===== config.mk =====
export PLATFORM = sky130hd
export DESIGN_NAME = trng_byte_packer
export DESIGN_NICKNAME = d
export VERILOG_FILES = /design/src/rtl/trng_byte_packer.sv
export SDC_FILE = /design/constraint.sdc
export NUM_CORES = 1
export LEC_CHECK = 0
export CORE_ASPECT_RATIO = 0.6
export CORE_UTILIZATION = 56
export CTS_BUF_LIST = sky130_fd_sc_hd__clkbuf_16
export CTS_CLUSTER_DIAMETER = 40
export DETAILED_ROUTE_END_ITERATION = 10
export PLACE_DENSITY = 0.75
export SETUP_SLACK_MARGIN = 0.3
export SLEW_MARGIN = 20
export SYNTH_ARGS = -nofsm -noshare
export SYNTH_HDL_FRONTEND = slang
export SYNTH_SLANG_ARGS = --single-unit
export TNS_END_PERCENT = 50

===== constraint.sdc =====
create_clock -name clk -period 4.1 [get_ports clk]
set_clock_uncertainty 0.05 [all_clocks]
set_input_delay 0.615 -clock clk [delete_from_list [all_inputs] [get_ports clk]]
set_output_delay 0.615 -clock clk [all_outputs]
set_load 0.005 [all_outputs]

===== src/rtl/trng_byte_packer.sv =====
// Von Neumann debiaser, LSB-first byte packer and small byte FIFO for the trng raw bit stream.
// Optional repetition-count health test is built only when TRNG_HEALTH_EN is defined.
module trng_byte_packer #(
    parameter int FIFO_DEPTH = 4,
    parameter int REP_LIMIT  = 32
) (
    input  logic                          clk,
    input  logic                          rst,
    input  logic                          i_valid,
    input  logic                          i_bit,
    output logic [7:0]                    o_data,
    output logic                          o_valid,
    input  logic                          i_ready,
    output logic [$clog2(FIFO_DEPTH):0]   o_level,
    output logic                          o_overflow,
    output logic                          o_health_fail
);
    localparam int AW = $clog2(FIFO_DEPTH);
    localparam int LW = AW + 1;

    typedef enum logic {WAIT_FIRST = 1'b0, WAIT_SECOND = 1'b1} phase_e;

    generate
        if (FIFO_DEPTH < 2 || (FIFO_DEPTH & (FIFO_DEPTH - 1)) != 0 || REP_LIMIT < 2 || REP_LIMIT > 255) begin : g_bad_param
            $error("trng_byte_packer: FIFO_DEPTH must be a power of 2 >= 2 and REP_LIMIT in 2..255");
        end
    endgenerate

    phase_e          phase_q, phase_d;
    logic            first_q, first_d;
    logic [2:0]      cnt_q, cnt_d;
    logic [7:0]      sh_q, sh_d;
    logic [LW-1:0]   wr_q, wr_d, rd_q, rd_d;
    logic [7:0]      mem_q [FIFO_DEPTH];
    logic            ovf_q, ovf_d;

    logic            accept_s, emit_v_s, emit_b_s, push_s, pop_s, wr_en_s;
    logic            full_s, empty_s, valid_s;
    logic            block_s, flush_s;
    logic [7:0]      byte_s;
    logic [LW-1:0]   level_s;

`ifdef TRNG_HEALTH_EN
    localparam logic [7:0] REP_LIM_C = 8'(REP_LIMIT);

    logic [7:0] rep_q, rep_d;
    logic       last_q, last_d;
    logic       hfail_q, hfail_d;
    logic       trip_s;

    // Run-length of identical raw bits; a run reaching REP_LIMIT latches the failure.
    always_comb begin
        rep_d   = rep_q;
        last_d  = last_q;
        trip_s  = 1'b0;
        if (i_valid && !hfail_q) begin
            if (rep_q != 8'd0 && i_bit == last_q) begin
                rep_d = (rep_q == 8'hFF) ? rep_q : rep_q + 8'd1;
            end else begin
                rep_d = 8'd1;
            end
            last_d = i_bit;
            trip_s = (rep_d == REP_LIM_C);
        end else begin
            trip_s = 1'b0;
        end
        hfail_d = hfail_q | trip_s;
    end

    // Health-test state.
    always_ff @(posedge clk or posedge rst) begin
        if (rst) begin
            rep_q   <= 8'd0;
            last_q  <= 1'b0;
            hfail_q <= 1'b0;
        end else begin
            rep_q   <= rep_d;
            last_q  <= last_d;
            hfail_q <= hfail_d;
        end
    end

    assign block_s       = hfail_q;
    assign flush_s       = hfail_q | trip_s;
    assign o_health_fail = hfail_q;
`else
    assign block_s       = 1'b0;
    assign flush_s       = 1'b0;
    assign o_health_fail = 1'b0;
`endif

    assign accept_s = i_valid & ~block_s;

    // Debiaser pair phase and packer next state.
    always_comb begin
        phase_d  = phase_q;
        first_d  = first_q;
        emit_v_s = 1'b0;
        emit_b_s = 1'b0;
        cnt_d    = cnt_q;
        sh_d     = sh_q;
        push_s   = 1'b0;
        byte_s   = sh_q;
        if (accept_s) begin
            case (phase_q)
                WAIT_FIRST: begin
                    first_d = i_bit;
                    phase_d = WAIT_SECOND;
                end
                WAIT_SECOND: begin
                    phase_d  = WAIT_FIRST;
                    emit_v_s = (first_q != i_bit);
                    emit_b_s = first_q;
                end
                default: phase_d = WAIT_FIRST;
            endcase
        end else begin
            phase_d = phase_q;
        end
        if (emit_v_s) begin
            byte_s[cnt_q] = emit_b_s;
            if (cnt_q == 3'd7) begin
                push_s = 1'b1;
                cnt_d  = 3'd0;
                sh_d   = 8'h00;
            end else begin
                cnt_d  = cnt_q + 3'd1;
                sh_d   = byte_s;
            end
        end else begin
            cnt_d = cnt_q;
        end
    end

    assign level_s = wr_q - rd_q;
    assign full_s  = (level_s == LW'(FIFO_DEPTH));
    assign empty_s = (level_s == {LW{1'b0}});
    assign valid_s = ~empty_s & ~block_s;
    assign pop_s   = valid_s & i_ready;
    assign wr_en_s = push_s & (~full_s | pop_s) & ~flush_s;

    // FIFO pointers and sticky overflow; a pop frees the slot for a coincident push.
    always_comb begin
        ovf_d = ovf_q | (push_s & full_s & ~pop_s & ~flush_s);
        wr_d  = wr_q + LW'(wr_en_s);
        if (flush_s) begin
            rd_d = wr_q;
        end else begin
            rd_d = rd_q + LW'(pop_s);
        end
    end

    // Control state registers.
    always_ff @(posedge clk or posedge rst) begin
        if (rst) begin
            phase_q <= WAIT_FIRST;
            first_q <= 1'b0;
            cnt_q   <= 3'd0;
            sh_q    <= 8'h00;
            wr_q    <= {LW{1'b0}};
            rd_q    <= {LW{1'b0}};
            ovf_q   <= 1'b0;
        end else begin
            phase_q <= phase_d;
            first_q <= first_d;
            cnt_q   <= cnt_d;
            sh_q    <= sh_d;
            wr_q    <= wr_d;
            rd_q    <= rd_d;
            ovf_q   <= ovf_d;
        end
    end

    // FIFO storage, cleared on reset so o_data reads 0x00.
    always_ff @(posedge clk or posedge rst) begin
        if (rst) begin
            for (int i = 0; i < FIFO_DEPTH; i++) begin
                mem_q[i] <= 8'h00;
            end
        end else if (wr_en_s) begin
            mem_q[wr_q[AW-1:0]] <= byte_s;
        end else begin
            mem_q <= mem_q;
        end
    end

    assign o_data     = mem_q[rd_q[AW-1:0]];
    assign o_valid    = valid_s;
    assign o_level    = level_s;
    assign o_overflow = ovf_q;
endmodule

======== Word level (Yosys, flattened, before mapping) ========
Index checks and enable logic that the tools add are counted.
storage, ports and cells
  flip-flop bits (word level) ............. 52
cells by class
  bitwise gates (word level) .............. 12
  muxes and demuxes ....................... 19
  order comparisons ....................... 5
  reduce and logical (&&, ||, !) cells .... 4
  equal/unequal tests ..................... 3
  $add $sub $neg .......................... 4
operator list
  cell                 count
  $mux 8               5
  $bwmux 32            1
  $bmux 8 s2           1
  $demux 8 s2          1
  $bwmux 8             1
  $mux 1               7
  $add 3x1->3          2
  $eq 3x3->1 const B   2
  $ge 3x3->1 const B   2
  $not 2->3            2
  $and 1x1->1          4
  $lt 3x4->1 const B   1
  $not 1->1            4
  $add 3x1->3 const B  1
  $demux 1 s3          1
  $ge 3x1->1 const B   1
  $logic_not 3->1      1
  $lt 3x1->1 const B   1
  $mux 3               1
  $sub 3x3->3          1
  $logic_and 1x1->1    2
  $or 1x1->1           2
  $pmux 1 s2           1
  $reduce_and 2->1     1
  $ne 1x1->1           1

======== Depth between registers and ports, before layout ========
Gate-level depths: netlist of the first run.
  depth after elaboration ................. 7
  depth in mapped cells ................... 10
  gate-level depth less buffers ........... 9

======== Least setup slack after synthesis of the first run ========
Ideal clock, no wire load.
  kind .................................... register to register
  start point ............................. reg wr_q[0]
  end point ............................... reg wr_q[2]
  stages on the path, launching flop included .. 11
  data arrival time ....................... 2.498 ns
  required time ........................... 3.928 ns
  setup slack ............................. 1.430 ns
  setup time .............................. 0.122 ns
  path through ............................ dfrtp_1 > inv_1 > ha_1 > fa_1 > inv_1 > or4_1 > buf_2 > and2_2 > ha_1 > ha_1 > xor2_1
on the way
  cells in the longest elaborated chain, start to end .. 7
  elaborated cells between the ends (all ways) .. 9
  those cells by class .................... 2 x add/sub; 1 x eq/ne; 5 x bitwise; 1 x reduce/logical
ends and longest elaborated chain
  what                      line  text
  start: declaration        33    logic [LW-1:0] wr_q, wr_d, rd_q, rd_d;
  start signal: assignment  160   wr_q <= {LW{1'b0}};
  start signal: assignment  168   wr_q <= wr_d;
  $sub 3x3->3 *             135   assign level_s = wr_q - rd_q;
  named net o_level[1]      14    output logic [$clog2(FIFO_DEPTH):0] o_level,
  $logic_not 3->1           137   assign empty_s = (level_s == {LW{1'b0}});
  $not 1->1                 138   assign valid_s = ~empty_s & ~block_s;
  $and 1x1->1               139   assign pop_s = valid_s & i_ready;
  $or 1x1->1 *              140   assign wr_en_s = push_s & (~full_s | pop_s) & ~flush_s;
  $and 1x1->1 *             140
  $add 3x1->3 *             145   wr_d = wr_q + LW'(wr_en_s);
  named net wr_d[2]         33
Mark *: on every way through the listed nets, which the timed path passes. The rest lies on a longest branch.
A chain may end at the register's enable or synchronous reset.

======== Worst setup path after layout of the first run ========
  start point ............................. reg rd_q[0]
  end point ............................... reg wr_q[2]
on the way
  cells in the longest elaborated chain, start to end .. 7
  elaborated cells between the ends (all ways) .. 9
  those cells by class .................... 2 x add/sub; 1 x eq/ne; 5 x bitwise; 1 x reduce/logical
ends and longest elaborated chain
  what                      line  text
  start: declaration        33
  start signal: assignment  161   rd_q <= {LW{1'b0}};
  start signal: assignment  169   rd_q <= rd_d;
  $sub 3x3->3 *             135
  $logic_not 3->1           137
  $not 1->1                 138
  $and 1x1->1               139
  $or 1x1->1 *              140
  $and 1x1->1 *             140
  $add 3x1->3 *             145
  named net wr_d[2]         33
Marked as above.

==> out/results.tsv, run 1 <==
stage	metric	value	unit
outcome	status	finished clean	
global_route	grt_usage	22.6	%
clock_tree	cts_tree	done	
logic_synthesis	synth_edf_count	0	
job	maxCapViolCount	0	
logic_synthesis	synth_area_leaders	dfrtp_1 (52%), mux2_2 (16%), mux4_2 (7.1%), mux2_4 (4.8%), ha_1 (3.5%)	
clock_tree	cts_num_sinks	52	
global_route	grt_pass1_vias	1416	
setup_path	reg2reg_to	wr_q[2]$_DFF_PP0_	
logic_synthesis	yosysSeqAreaShare	51.6	%
final_layout	antennaDiodeCount	0	
floorplan	rows	18	
logic_synthesis	ys_ff_latch	52	
clock_tree	clockBufferDepth	2	
global_route	overflow	0	
clock_tree	cts.reportedPaths.clkPinSlew	60	ps
drt	remaining_drc_errors	0	
clock_tree	cts_resized	0	
drt	vias_per_cell	5.67	
sta	drv_slew	0	
logic_synthesis	synth_top_area_share	51.6	%
logic_synthesis	synth_top_area_cell	dfrtp_1	
final_layout	nFillCells	282	
sta	maxSlewHeadroom	41.3	%
sta	rsz0062_at_grt	false	
min_path	whs_path_depth	1	
setup_path	worstSetupStartpointType	register	
logic_synthesis	synth_cells	175	
power_and_ir_drop	cellPowerDensity	591	nW/um^2
clock_tree	clock_latency	290	ps
setup_path	timing.rr.start	rd_q[0]$_DFF_PP0_	
setup_path	crit_fanout	10	
clock_tree	cts_hold_buf	0	
sta	finalHoldViolCount	0	
min_path	hp-start	o_overflow$_DFF_PP0_	
sta	period_share	75.5	%
clock_tree	cts_setup_buffers	0	
setup_path	worstSetupPathType	register to register	
global_route	grt_max_degree	53	
logic_synthesis	async_reset_ff_share	100	%
sta	max_freq	323	MHz
drt	drt_wl_total	4600	um
sta	setup_slack	1010	ps
power_and_ir_drop	ir_worst_vdd	0.652	mV
final_layout	syn2layout_area_growth	14.4	%
sta	finalCriticalPeriod	3090	ps
drt	wire_per_inst	18.3	um
drt	drt-pass1-iter-count	5	
global_route	antenna_found_initial	0	
sta	finalSetupTns	0	ps
clock_tree	cts_root_buf	clkbuf_16	
drt	final_antenna_net_count	0	
drt	drt_iter0_drc	94	
clock_tree	cts_inserted_buffers	5	
placement	dp_hpwl	3080	um
sta	tightestPinTransition	879	ps
drt	via_count	1422	
global_route	grt_pass1_wl	7490	um
final_layout	drive_above_1_share	34.6	%
logic_synthesis	synth_area	2520	um^2
power_and_ir_drop	leakage	1.36	nW
setup_path	r2r_setup_slack	1010	ps
setup_path	required	4230	ps
logic_synthesis	yosysWarnings	0	
setup_path	arrival	3220	ps
setup_path	end_kind	register	
min_path	hp-class	register to register	
floorplan	core	4210	um^2
sta	hold_ws	426	ps
setup_path	reg2regPathDepth	8	
logic_synthesis	synth_cell_types	33	
clock_tree	cts.htree.levels	2	
placement	post-place-ws	1030	ps
logic_synthesis	avgSynthCellArea	14.4	um^2
placement	port_buffers	17	
min_path	min_to	o_overflow$_DFF_PP0_	
sta	setup_viol_count_final	0	
floorplan	die_area	4780	um^2
floorplan	io_pins	19	
final_layout	num-nets-final	203	
placement	place.gp.congestion	0.755	
logic_synthesis	synth_fp_nets	188	
floorplan	die_h	54.0	um
floorplan	initial_core_util	59.8	%
floorplan	die_w	88.6	um
logic_synthesis	synth_flop_cell	dfrtp_1	
==> cells in the final DEF, fill, tap and decap left out, drive strengths merged <==
cell type       n
xnor3           1
fa              1
nor2            3
nand2b          2
or2             1
nand4           3
bufinv          1
clkbuf          5
xor2            3
clkinv          2
dfrtp          52
nand2           7
ha              7
nor4b           2
or4             1
conb            1
mux2           43
a21boi          4
nor4            6
and4            1
mux4            8
o21bai          1
nor3b           1
and2            3
xnor2           2
inv             7
nor2b           4
nand3           1
and3            1
clkdlybuf4s50  17
==> flip-flops by register name (all words and copies together) (netlist names) <==
signal,count
mem_q,32
rd_q,3
o_overflow,1
sh_q,8
first_q,1
wr_q,3
phase_q,1
cnt_q,3
==> metrics by stage <==
step	instance area [um^2]	instances	utilization [%]	total power, mW
CTS	2880	251	68.4	1.72
detailed placement	2720	243	64.6	1.24
finish	2880	251	68.5	1.70
floorplan	2520	175	-	1.05
global placement	2720	243	64.6	1.21
global route	2880	251	68.5	1.80
==> cell type report <==
| type | count | area (um^2) | share of cell area, % |
|---|---|---|---|
| sequential | 52 | 1300 | 45.1 |
| multi-input combinational | 107 | 1150 | 39.7 |
| timing repair buffer | 17 | 170 | 5.90 |
| clock buffer | 5 | 125 | 4.34 |
| tap | 60 | 75.1 | 2.60 |
| clock inverter | 3 | 38.8 | 1.34 |
| inverter | 7 | 27.5 | 0.954 |
==> power by group <==
part	switching, mW	total (mW)	internal [mW]
Combinational	0.240	0.526	0.285
Clock	0.178	0.463	0.285
Sequential	0.121	0.715	0.594
==> cells by family (layout without fill, tap and decap cells) <==
group	Yosys count	count (layout)	share of synthesized area, %
AND/OR/NAND/NOR	36	36	9.38
multiplexers	51	51	27.6
XOR/XNOR	6	6	2.63
AO/OA/AOI/OAI	5	5	1.49
flip-flops	52	52	51.6
buffers and inverters	16	32	2.88
adder cells (fa/ha/maj)	8	8	4.27
other	1	1	0.149
==> cells in the mapped netlist (2+ instances only) <==
master,n
dfrtp_1,52
mux2_4,8
clkbuf_1,5
nor4_1,6
a21boi_0,4
nand2_1,7
xor2_1,3
ha_1,7
xnor2_1,2
nor4b_1,2
nand4_2,3
nor2b_1,4
nand2b_1,2
and2_1,2
nor2_1,3
mux4_2,8
inv_1,7
mux2_2,35
==> routing by layer <==
layer | part of all wire [%] | vias up | GRT usage (%) | wire, um
met1 | 49 | 737 | 30.7 | 2230
met2 | 46 | 25 | 35.1 | 2130
met5 | 0 | - | 0 | 0
li1 | - | 654 | - | -
met3 | 3.9 | 6 | 7.82 | 178
met4 | 1.2 | 0 | 5.65 | 57
==> critical path: stages (launching register included) <==
cell	delay (ps)
dfrtp_1	610
ha_1	310
fa_1	520
inv_1	60
or4_1	630
and2_2	260
ha_1	200
ha_1	200
xor2_1	140
==> how the worst max path moves through the flow <==
stage | depth (start not counted) | end | from
after floorplan | 10 | wr_q[2]$_DFF_PP0_ | wr_q[0]$_DFF_PP0_
after global placement | 8 | wr_q[2]$_DFF_PP0_ | rd_q[0]$_DFF_PP0_
final | 8 | wr_q[2]$_DFF_PP0_ | rd_q[0]$_DFF_PP0_
after CTS | 8 | wr_q[2]$_DFF_PP0_ | rd_q[0]$_DFF_PP0_
after detailed placement | 8 | wr_q[2]$_DFF_PP0_ | rd_q[0]$_DFF_PP0_
after global routing | 5 | o_valid | rd_q[0]$_DFF_PP0_
Note: power is estimated with default switching activity, not from simulation.
==> inputs of run 2 (changes only) <==
clock period = 3.15 ns   (was 4.1 ns; I/O delays follow)
==> out/results.tsv, run 2 (same netlist as run 1, synthesis figures left out) <==
stage	metric	value	unit	change
floorplan	io_pins	19		unchanged
clock_tree	cts_inserted_buffers	5		unchanged
floorplan	core	4210	um^2	unchanged
clock_tree	clockBufferDepth	2		unchanged
global_route	grt_pass1_wl	7480	um	about the same
power_and_ir_drop	leakage	1.39	nW	+1.9%
final_layout	final_common_cell	dfrtp_1		
min_path	hp-class	register to register		
drt	remaining_drc_errors	0		unchanged
global_route	grt_most_used_layer	met2		
floorplan	initial_core_util	59.8	%	unchanged
outcome	status	finished clean		
final_layout	top_register	mem_q		
setup_path	worstSetupPathType	register to output pin		
drt	wire_per_inst	18.6	um	+1.3%
final_layout	drive_above_1_share	38.1	%	+3.5 points
placement	place_area	2750	um^2	+1.1%
global_route	grt_max_degree	53		unchanged
setup_path	required	2630	ps	-1600 ps
drt	drt-pass1-iter-count	4		-1
final_layout	stdcell_area	2940	um^2	+1.8%
sta	drv_slew	0		unchanged
clock_tree	cts_tree	done		
job	maxCapViolCount	0		unchanged
sta	rsz0062_at_grt	false		
placement	port_buffers	17		unchanged
drt	drt_wl_total	4770	um	+3.7%
final_layout	num-nets-final	209		+3.0%
power_and_ir_drop	cellPowerDensity	779	nW/um^2	+32%
power_and_ir_drop	ir_worst_vdd	0.646	mV	-0.85%
global_route	grt_pass1_vias	1469		+3.7%
setup_path	worstSetupStartpointType	register		
clock_tree	cts.htree.levels	2		unchanged
clock_tree	cts_root_buf	clkbuf_16		
floorplan	die_w	88.6	um	unchanged
floorplan	rows	18		unchanged
clock_tree	clock_latency	290	ps	about the same
global_route	antenna_found_initial	0		unchanged
sta	tightestPinTransition	888	ps	+9.05 ps
drt	drt_iter0_drc	100		+6.4%
drt	via_count	1451		+2.0%
sta	finalCriticalPeriod	2760	ps	
sta	max_freq	362	MHz	
global_route	grt_usage	22.7	%	+0.18 points
floorplan	die_area	4780	um^2	unchanged
sta	finalSetupTns	0	ps	unchanged
setup_path	arrival	2240	ps	-980 ps
final_layout	layout_common_cells	dfrtp_1 (52), mux2_2 (35), clkdlybuf4s50_1 (17)		
power_and_ir_drop	power.total	2.29	mW	+34%
clock_tree	cts_num_sinks	52		unchanged
sta	period_share	87.7	%	
setup_path	crit_fanout	4		-6
global_route	use_met1	31.5	%	+0.83 points
final_layout	top_regs	mem_q (32), sh_q (8)		
setup_path	r2r_setup_slack	430	ps	-580 ps
clock_tree	cts.reportedPaths.clkPinSlew	70	ps	about the same
final_layout	nFillCells	288		+2.1%
placement	dp_hpwl	3190	um	+3.4%
floorplan	die_h	54.0	um	unchanged
sta	finalHoldViolCount	0		unchanged
final_layout	antennaDiodeCount	0		unchanged
final_layout	syn2layout_area_growth	16.5	%	
global_route	use_met3	5.52	%	-2.3 points
final_layout	largest_register_ffs	32		unchanged
sta	maxSlewHeadroom	40.7	%	-0.60 points
placement	place.gp.congestion	0.767		+1.6%
setup_path	end_kind	output pin		
global_route	grtUsageMet2	35.4	%	+0.26 points
drt	vias_per_cell	5.65		-0.34%
global_route	overflow	0		unchanged
drt	final_antenna_net_count	0		unchanged
sta	setup_viol_count_final	0		unchanged
run 2: what timing repair did:
action / in CTS / in global routing
resized for setup: 1 / 1
hold buffers: 0 / 0
setup buffers: 0 / 2
endpoints found under the setup margin: 1 / 3
run 2: stage by stage:
| step | instances | worst slack, ps | hold slack [ps] | util (%) |
|---|---|---|---|---|
| finish | 257 | 386 | 449 | 69.7 |
| global route | 257 | 282 | 458 | 69.7 |
| CTS | 255 | 355 | 449 | 69.3 |
| detailed placement | 247 | 286 | 435 | 65.3 |
| global placement | 247 | 413 | 414 | 65.3 |
| floorplan | 175 | 480 | 393 | - |
run 2: final cells by class:
| class | instances | area [um^2] | area share (%) |
|---|---|---|---|
| sequential | 52 | 1300 | 44.3 |
| multi-input combinational | 107 | 1150 | 39.2 |
| timing repair buffer | 23 | 215 | 7.33 |
| clock buffer | 5 | 125 | 4.26 |
| tap | 60 | 75.1 | 2.56 |
| clock inverter | 3 | 42.5 | 1.45 |
| inverter | 7 | 27.5 | 0.937 |
run 2: final timing paths:
kind | start | endpoint | cells after the start
setup / recovery | wr_q[0]$_DFF_PP0_ | o_valid | 6
hold / removal | wr_q[2]$_DFF_PP0_ | wr_q[2]$_DFF_PP0_ | 1
setup reg to reg | wr_q[0]$_DFF_PP0_ | wr_q[2]$_DFF_PP0_ | 9
hold reg to reg | wr_q[2]$_DFF_PP0_ | wr_q[2]$_DFF_PP0_ | 1
max in group asynchronous | rst | mem_q[29]$_DFFE_PP0P_ | 2
min in group asynchronous | rst | mem_q[16]$_DFFE_PP0P_ | 2
run 2: power by group:
group	internal, mW	switching [mW]	leakage (nW)
Combinational	0.415	0.386	0.600
Sequential	0.775	0.0966	0.707
Clock	0.373	0.242	0.0798
run 2: worst max-delay path, cell delays in order, from the launching register on:
cell	delay [ps]
dfrtp_1	420
inv_2	70
ha_1	210
fa_1	370
xnor3_1	230
nand3_1	130
clkdlybuf4s50_1	510
run 2: layer usage:
layer,up-vias,share of wire [%]
li1,668,-
met1,735,49
met2,36,47
met3,12,3.2
met4,0,1.7
met5,-,0
